==> src/rtl/vga_timing_pkg.sv <==
// Shared 640x480 @ 60 Hz VGA timing constants and helpers.
// The pixel generator reuses these for its MAX_X/MAX_Y and refresh-tick row.
package vga_timing_pkg;

  localparam int CNT_W = 10;

  localparam int VGA_CLK_DIV   = 4;
  localparam int VGA_H_DISPLAY = 640;
  localparam int VGA_H_FRONT   = 16;
  localparam int VGA_H_SYNC    = 96;
  localparam int VGA_H_BACK    = 48;
  localparam int VGA_V_DISPLAY = 480;
  localparam int VGA_V_FRONT   = 10;
  localparam int VGA_V_SYNC    = 2;
  localparam int VGA_V_BACK    = 33;

  localparam int VGA_H_TOTAL = VGA_H_DISPLAY + VGA_H_FRONT + VGA_H_SYNC + VGA_H_BACK;
  localparam int VGA_V_TOTAL = VGA_V_DISPLAY + VGA_V_FRONT + VGA_V_SYNC + VGA_V_BACK;

  localparam int VGA_H_SYNC_START = VGA_H_DISPLAY + VGA_H_FRONT;
  localparam int VGA_H_SYNC_END   = VGA_H_SYNC_START + VGA_H_SYNC - 1;
  localparam int VGA_V_SYNC_START = VGA_V_DISPLAY + VGA_V_FRONT;
  localparam int VGA_V_SYNC_END   = VGA_V_SYNC_START + VGA_V_SYNC - 1;

  typedef logic [CNT_W-1:0] coord_t;

  // Inclusive window test, used for the active-low sync regions.
  function automatic logic in_window(coord_t value, coord_t lo, coord_t hi);
    return (value >= lo) && (value <= hi);
  endfunction

endpackage

==> src/rtl/vga_sync_gen_if.sv <==
// Timing bundle from the sync generator to the monitor pins and the pixel generator.
interface vga_sync_gen_if;
  import vga_timing_pkg::*;

  logic   hsync;
  logic   vsync;
  logic   video_on;
  logic   p_tick;
  logic   frame_tick;
  coord_t pixel_x;
  coord_t pixel_y;

  modport master (
    output hsync, vsync, video_on, p_tick, frame_tick, pixel_x, pixel_y
  );

  modport slave (
    input hsync, vsync, video_on, p_tick, frame_tick, pixel_x, pixel_y
  );

endinterface

==> src/rtl/vga_sync_gen_counter.sv <==
// Modulo-M counter with enable; exposes its next value so callers can
// register derived signals in step with the count.
module mod_m_counter #(
  parameter int M = 4,
  parameter int W = (M > 1) ? $clog2(M) : 1
) (
  input  logic         clk,
  input  logic         reset,
  input  logic         en,
  output logic [W-1:0] count_q,
  output logic [W-1:0] count_d,
  output logic         max_tick
);

  localparam logic [W-1:0] LAST = W'(M - 1);

  always_comb begin
    count_d = count_q;
    if (en) begin
      count_d = (count_q == LAST) ? '0 : count_q + W'(1);
    end
  end

  always_ff @(posedge clk or negedge reset) begin
    if (!reset) begin
      count_q <= '0;
    end else begin
      count_q <= count_d;
    end
  end

  assign max_tick = (count_q == LAST);

endmodule

==> src/rtl/vga_sync_gen.sv <==
// VGA sync generator: pixel-rate divider plus horizontal/vertical counters,
// producing active-low syncs, video_on, coordinates and a frame tick.
module vga_sync_gen
  import vga_timing_pkg::*;
#(
  parameter int CLK_DIV   = VGA_CLK_DIV,
  parameter int H_DISPLAY = VGA_H_DISPLAY,
  parameter int H_FRONT   = VGA_H_FRONT,
  parameter int H_SYNC    = VGA_H_SYNC,
  parameter int H_BACK    = VGA_H_BACK,
  parameter int V_DISPLAY = VGA_V_DISPLAY,
  parameter int V_FRONT   = VGA_V_FRONT,
  parameter int V_SYNC    = VGA_V_SYNC,
  parameter int V_BACK    = VGA_V_BACK
) (
  input  logic           clk,
  input  logic           reset,
  vga_sync_gen_if.master vga
);

  localparam int H_TOTAL = H_DISPLAY + H_FRONT + H_SYNC + H_BACK;
  localparam int V_TOTAL = V_DISPLAY + V_FRONT + V_SYNC + V_BACK;
  localparam int DIV_W   = (CLK_DIV > 1) ? $clog2(CLK_DIV) : 1;

  localparam coord_t H_VIS_END = coord_t'(H_DISPLAY);
  localparam coord_t V_VIS_END = coord_t'(V_DISPLAY);
  localparam coord_t HS_START  = coord_t'(H_DISPLAY + H_FRONT);
  localparam coord_t HS_END    = coord_t'(H_DISPLAY + H_FRONT + H_SYNC - 1);
  localparam coord_t VS_START  = coord_t'(V_DISPLAY + V_FRONT);
  localparam coord_t VS_END    = coord_t'(V_DISPLAY + V_FRONT + V_SYNC - 1);

  logic [DIV_W-1:0] div_q, div_d;
  logic             div_unused;
  logic             p_tick;
  coord_t           h_q, h_d, v_q, v_d;
  logic             h_max, v_max, v_en;
  logic             hsync_q, hsync_d;
  logic             vsync_q, vsync_d;
  logic             frame_tick_q, frame_tick_d;

  mod_m_counter #(.M(CLK_DIV), .W(DIV_W)) u_pix_div (
    .clk      (clk),
    .reset    (reset),
    .en       (1'b1),
    .count_q  (div_q),
    .count_d  (div_d),
    .max_tick (p_tick)
  );

  assign div_unused = ^{div_q, div_d};

  mod_m_counter #(.M(H_TOTAL), .W(CNT_W)) u_h_count (
    .clk      (clk),
    .reset    (reset),
    .en       (p_tick),
    .count_q  (h_q),
    .count_d  (h_d),
    .max_tick (h_max)
  );

  assign v_en = p_tick & h_max;

  mod_m_counter #(.M(V_TOTAL), .W(CNT_W)) u_v_count (
    .clk      (clk),
    .reset    (reset),
    .en       (v_en),
    .count_q  (v_q),
    .count_d  (v_d),
    .max_tick (v_max)
  );

  // Syncs are decoded from the next counts so the registered pins line up
  // with pixel_x/pixel_y on the same clock, with no one-pixel lag.
  always_comb begin
    hsync_d      = ~in_window(h_d, HS_START, HS_END);
    vsync_d      = ~in_window(v_d, VS_START, VS_END);
    frame_tick_d = v_en & v_max;
  end

  always_ff @(posedge clk or negedge reset) begin
    if (!reset) begin
      hsync_q      <= 1'b1;
      vsync_q      <= 1'b1;
      frame_tick_q <= 1'b0;
    end else begin
      hsync_q      <= hsync_d;
      vsync_q      <= vsync_d;
      frame_tick_q <= frame_tick_d;
    end
  end

  assign vga.hsync      = hsync_q;
  assign vga.vsync      = vsync_q;
  assign vga.frame_tick = frame_tick_q;
  assign vga.p_tick     = p_tick;
  assign vga.pixel_x    = h_q;
  assign vga.pixel_y    = v_q;
  assign vga.video_on   = (h_q < H_VIS_END) && (v_q < V_VIS_END);

endmodule
==> src/flat_wrapper.sv <==
// flat-port wrapper written by rule: the top's interface ports become plain ports
module vga_sync_gen_flat import vga_timing_pkg::*;
#(
  parameter int CLK_DIV   = VGA_CLK_DIV,
  parameter int H_DISPLAY = VGA_H_DISPLAY,
  parameter int H_FRONT   = VGA_H_FRONT,
  parameter int H_SYNC    = VGA_H_SYNC,
  parameter int H_BACK    = VGA_H_BACK,
  parameter int V_DISPLAY = VGA_V_DISPLAY,
  parameter int V_FRONT   = VGA_V_FRONT,
  parameter int V_SYNC    = VGA_V_SYNC,
  parameter int V_BACK    = VGA_V_BACK
)
  (clk, reset, vga_hsync, vga_vsync, vga_video_on, vga_p_tick, vga_frame_tick, vga_pixel_x, vga_pixel_y);
  vga_sync_gen_if vga_i ();
  input  logic clk;
  input  logic reset;
  output wire logic [$bits(vga_i.hsync)-1:0] vga_hsync;
  output wire logic [$bits(vga_i.vsync)-1:0] vga_vsync;
  output wire logic [$bits(vga_i.video_on)-1:0] vga_video_on;
  output wire logic [$bits(vga_i.p_tick)-1:0] vga_p_tick;
  output wire logic [$bits(vga_i.frame_tick)-1:0] vga_frame_tick;
  output wire logic [$bits(vga_i.pixel_x)-1:0] vga_pixel_x;
  output wire logic [$bits(vga_i.pixel_y)-1:0] vga_pixel_y;
  assign vga_hsync = vga_i.hsync;
  assign vga_vsync = vga_i.vsync;
  assign vga_video_on = vga_i.video_on;
  assign vga_p_tick = vga_i.p_tick;
  assign vga_frame_tick = vga_i.frame_tick;
  assign vga_pixel_x = vga_i.pixel_x;
  assign vga_pixel_y = vga_i.pixel_y;
  vga_sync_gen #(.CLK_DIV(CLK_DIV), .H_DISPLAY(H_DISPLAY), .H_FRONT(H_FRONT), .H_SYNC(H_SYNC), .H_BACK(H_BACK), .V_DISPLAY(V_DISPLAY), .V_FRONT(V_FRONT), .V_SYNC(V_SYNC), .V_BACK(V_BACK)) u_core (.clk(clk), .reset(reset), .vga(vga_i));
endmodule
==> config.mk <==
export PLATFORM = sky130hd
export DESIGN_NAME = vga_sync_gen_flat
export DESIGN_NICKNAME = d
export VERILOG_FILES = /design/src/rtl/vga_timing_pkg.sv /design/src/rtl/vga_sync_gen_if.sv /design/src/rtl/vga_sync_gen_counter.sv /design/src/rtl/vga_sync_gen.sv /design/src/flat_wrapper.sv
export SDC_FILE = /design/constraint.sdc
export NUM_CORES = 1
export LEC_CHECK = 0
export CORE_MARGIN = 2
export CORE_UTILIZATION = 54
export CTS_CLUSTER_SIZE = 14
export DETAILED_ROUTE_END_ITERATION = 10
export PLACE_DENSITY_LB_ADDON = 0.12
export SLEW_MARGIN = 20
export SYNTH_ARGS = -nofsm -noshare
export SYNTH_HDL_FRONTEND = slang
export SYNTH_HIERARCHICAL = 1
export SYNTH_SLANG_ARGS = --single-unit
==> constraint.sdc <==
create_clock -name clk -period 6.4 [get_ports clk]
set_clock_uncertainty 0.05 [all_clocks]
set_input_delay 0.64 -clock clk [delete_from_list [all_inputs] [get_ports clk]]
set_output_delay 0.64 -clock clk [all_outputs]
set_load 0.005 [all_outputs]
==> impl_metrics.yaml <==
critical_path:
  timing_worst_setup_path_type: "register to register"
  worst_path_largest_cell_delay_ps: 480
  cpMostUsedCell: "sky130_fd_sc_hd__nand4_1"
  crit_fanout: 11
  reg2reg_to: "u_core/vga.vsync"
  critical_path_start_type: "register"
  critical_path.slowest_cell: "sky130_fd_sc_hd__dfrtp_1"
  cp_cell_instances: "ha_1 -> nand4b_1 -> nor4_2 -> and2_1 -> nand4_1 -> nor3_1 -> xor2_1 -> nor4bb_1 -> nand4_1"
  cpLargestDelayFamily: "simple AND/OR/NAND/NOR gates"
  worstSetupEndpointType: "register"
  ff2ff_path_depth: 9
  crit_buf_inv: 0
  worst-endpoint-required_ps: 6580
  r2r_start: "u_core/u_h_count/count_q[0]"
  critical_path_arrival_ps: 3100
  worst-r2r-setup-slack_ps: 3470
power_and_ir_drop:
  worst_voltage_drop_across_the_vdd_grid_v: 0.000225
  combinationalPowerShare: 0.316
  clock_power_share: 0.159
  seq_power_share: 0.525
  power_per_standard_cell_area_nw_per_um2: 255
  power.leakage_nw: 0.694
  power.internal_w: 0.000278
  report.power.total_w: 0.000417
  switching_power_of_the_nets_w: 0.000139
  p_sw_frac: 0.334
cts:
  postCtsResizedCells: 0
  clock_sink_total: 25
  postCtsSetupBuffers: 0
  worst_setup_hold_path_clk_slew_ps: 130
  ctsLongestPathBuffers: 2
  tritoncts.num_buffers: 3
  cts_max_level: 1
  ctsRootBufferMaster: "sky130_fd_sc_hd__clkbuf_4"
  cts_tree: "built"
  postCtsHoldBufs: 0
  clock_insertion_delay_worst_skew_ps: 300
final_layout:
  ff_latch_area_um2: 628
  area_taken_by_multi_input_logic_gates_um2: 674
  area_growth_synth_to_finish_pct: 23.2
  fillCellCount: 171
  drive_gt1_frac: 0.110
  final_cell_area_um2: 1630
  antenna-diode-count: 0
  finalNetCount: 161
yosys:
  yosysTopAreaCell: "sky130_fd_sc_hd__dfrtp_1"
  synth.top_cells.by_area: "sky130_fd_sc_hd__dfrtp_1 43%, sky130_fd_sc_hd__xor2_1 4.6%, sky130_fd_sc_hd__nand4_1 4.2%, sky130_fd_sc_hd__dfstp_2 4.0%, sky130_fd_sc_hd__ha_1 3.8%"
  async_flop_share: 1.00
  synth_edf_count: 0
  avgSynthCellArea_um2: 10.6
  synth.top_cell.area_share: 0.434
  synth-seq-area-share: 0.474
  synthDistinctLibCells: 44
  synth_flop_cell: "sky130_fd_sc_hd__dfrtp_1"
  synth_area_um2: 1330
  synth-seq-cells: 25
  syn_inst: 125
  synth.top_cells.by_count: "23 x sky130_fd_sc_hd__dfrtp_1, 13 x sky130_fd_sc_hd__nand2_1, 9 x sky130_fd_sc_hd__nand4_1"
  post-synth-top-count-cell: "sky130_fd_sc_hd__dfrtp_1"
  synthesis.yosys.warnings: 6
timing:
  final_max_slew_viol_count: 0
  report.final.hold_viol_count: 0
  final.period_utilization: 0.457
  totalNegativeSetupSlack_ps: 0
  max-slew-margin-rel: 0.655
  period_minus_slack_ps: 2930
  transition_time_of_the_tightest_slew_check_pin_ps: 518
  finalSetupViolCount: 0
  grt_setup_unrepaired: "false"
  max_freq_ghz: 0.342
place:
  dpl.hpwl_um: 2130
  port_buffers: 26
  dpl_cell_area_um2: 1610
  finalWeightedCongestion: 0.890
global_routing:
  grt_antenna_before_repair: 0
  grt_pass1_vias: 1018
  grt_first_pass_wirelength_um: 4830
  grt_remaining_overflow: 0
  maximum_number_of_pins_on_one_net_before_global_route_repair: 26
  globalRouteTotalUtil: 0.232
routing:
  num_vias: 1090
  initialDrtViolationCount: 28
  detail_route.vias_per_cell: 5.99
  routed_wire_length_per_instance_um: 15.6
  antenna_violating_nets_post_route: 0
  remaining_drc_errors: 0
  drtPass1Iterations: 4
  postRouteWirelength_um: 2840
floorplan:
  floorplan.initialDensity: 0.583
  total_core_area_um2: 2280
  floorplan.die.width_um: 53.6
  die_area_um2: 2870
  floorplan.io_pins: 27
  chipHeight_um: 53.6
  fp-row-count: 17
run:
  max_cap_violations: 0
worst_hold_path:
  worstHoldPathType: "primary input to async pin"
run_status:
  status: "complete, no violations"
[area by class of cell]
| cell class | count | share of cell area |
|---|---|---|
| Inverter | 4 | 0.00919 |
| Clock buffer | 4 | 0.0161 |
| Timing Repair Buffer | 26 | 0.156 |
| Sequential cell | 25 | 0.384 |
| Multi-Input combinational cell | 95 | 0.413 |
| Tap cell | 28 | 0.0214 |
[power by group through the flow]
stage	logic (W)	clock network, W	registers (W)
final	0.000132	0.0000662	0.000219
after global routing	0.000144	0.0000755	0.000225
after CTS	0.000134	0.0000697	0.000219
after detailed placement	0.000133	0	0.000221
after global placement	0.000127	0	0.000218
after floorplan	0.0000734	0	0.000215
[cells by family after synthesis]
group | after synthesis | synth area share
XOR/XNOR | 9 | 0.0594
other | 1 | 0.00283
adder cells (fa/ha/maj) | 4 | 0.0377
AO/OA/AOI/OAI | 20 | 0.106
multiplexers | 3 | 0.0274
buffers and inverters | 6 | 0.0207
flip-flops | 25 | 0.474
AND/OR/NAND/NOR | 57 | 0.273
[cell usage in the layout, fill, tap and decap left out, types with 3 or more instances in the layout]
cell                              instances
sky130_fd_sc_hd__inv_1                    4
sky130_fd_sc_hd__nor2_1                   5
sky130_fd_sc_hd__nand2_1                 13
sky130_fd_sc_hd__nand4_1                  9
sky130_fd_sc_hd__o21ai_0                  6
sky130_fd_sc_hd__clkdlybuf4s50_1         25
sky130_fd_sc_hd__dfrtp_1                 23
sky130_fd_sc_hd__ha_1                     4
sky130_fd_sc_hd__nand3_1                  6
sky130_fd_sc_hd__clkbuf_4                 3
sky130_fd_sc_hd__xor2_1                   7
sky130_fd_sc_hd__nor3_1                   3
sky130_fd_sc_hd__o31ai_1                  4
[state kept, by name (all words and copies together), names as in the netlist]
signal / cells
u_core/u_v_count/count_q: 10
u_core/vga.hsync: 1
u_core/vga.vsync: 1
u_core/u_pix_div/count_q: 2
u_core/vga.frame_tick: 1
u_core/u_h_count/count_q: 10
[metrics by stage]
stage,setup WS (ps),cells,utilization,hold WS (ps)
2_1_floorplan,3920,126,-,294
3_3_place_gp,3690,178,0.709,409
3_5_place_dp,3520,178,0.709,449
4_1_cts,3480,182,0.720,470
5_1_grt,3140,182,0.718,264
6_report,3470,182,0.718,240
[how the worst max path moves through the flow]
| stage | start | endpoint | slack (ps) | cells past startpoint |
|---|---|---|---|---|
| 6_report | u_core/u_h_count/count_q[0] | u_core/vga.vsync | 3470 | 9 |
| 5_1_grt | u_core/u_h_count/count_q[0] | u_core/vga.vsync | 3140 | 9 |
| 4_1_cts | u_core/u_h_count/count_q[0] | u_core/vga.vsync | 3480 | 9 |
| 3_5_place_dp | u_core/u_h_count/count_q[0] | u_core/vga.vsync | 3520 | 9 |
| 3_3_place_gp | u_core/u_h_count/count_q[0] | u_core/vga.vsync | 3690 | 9 |
| 2_1_floorplan | u_core/u_h_count/count_q[0] | u_core/vga.vsync | 3920 | 10 |
[routing by layer]
metal,track usage,wire [µm],vias to the layer above
li1,-,-,524
met1,0.341,1260,532
met2,0.364,1420,32
met3,0.0278,143,2
met4,0.0598,9,0
met5,0,0,-
Power figures use the tool's default switching activity.
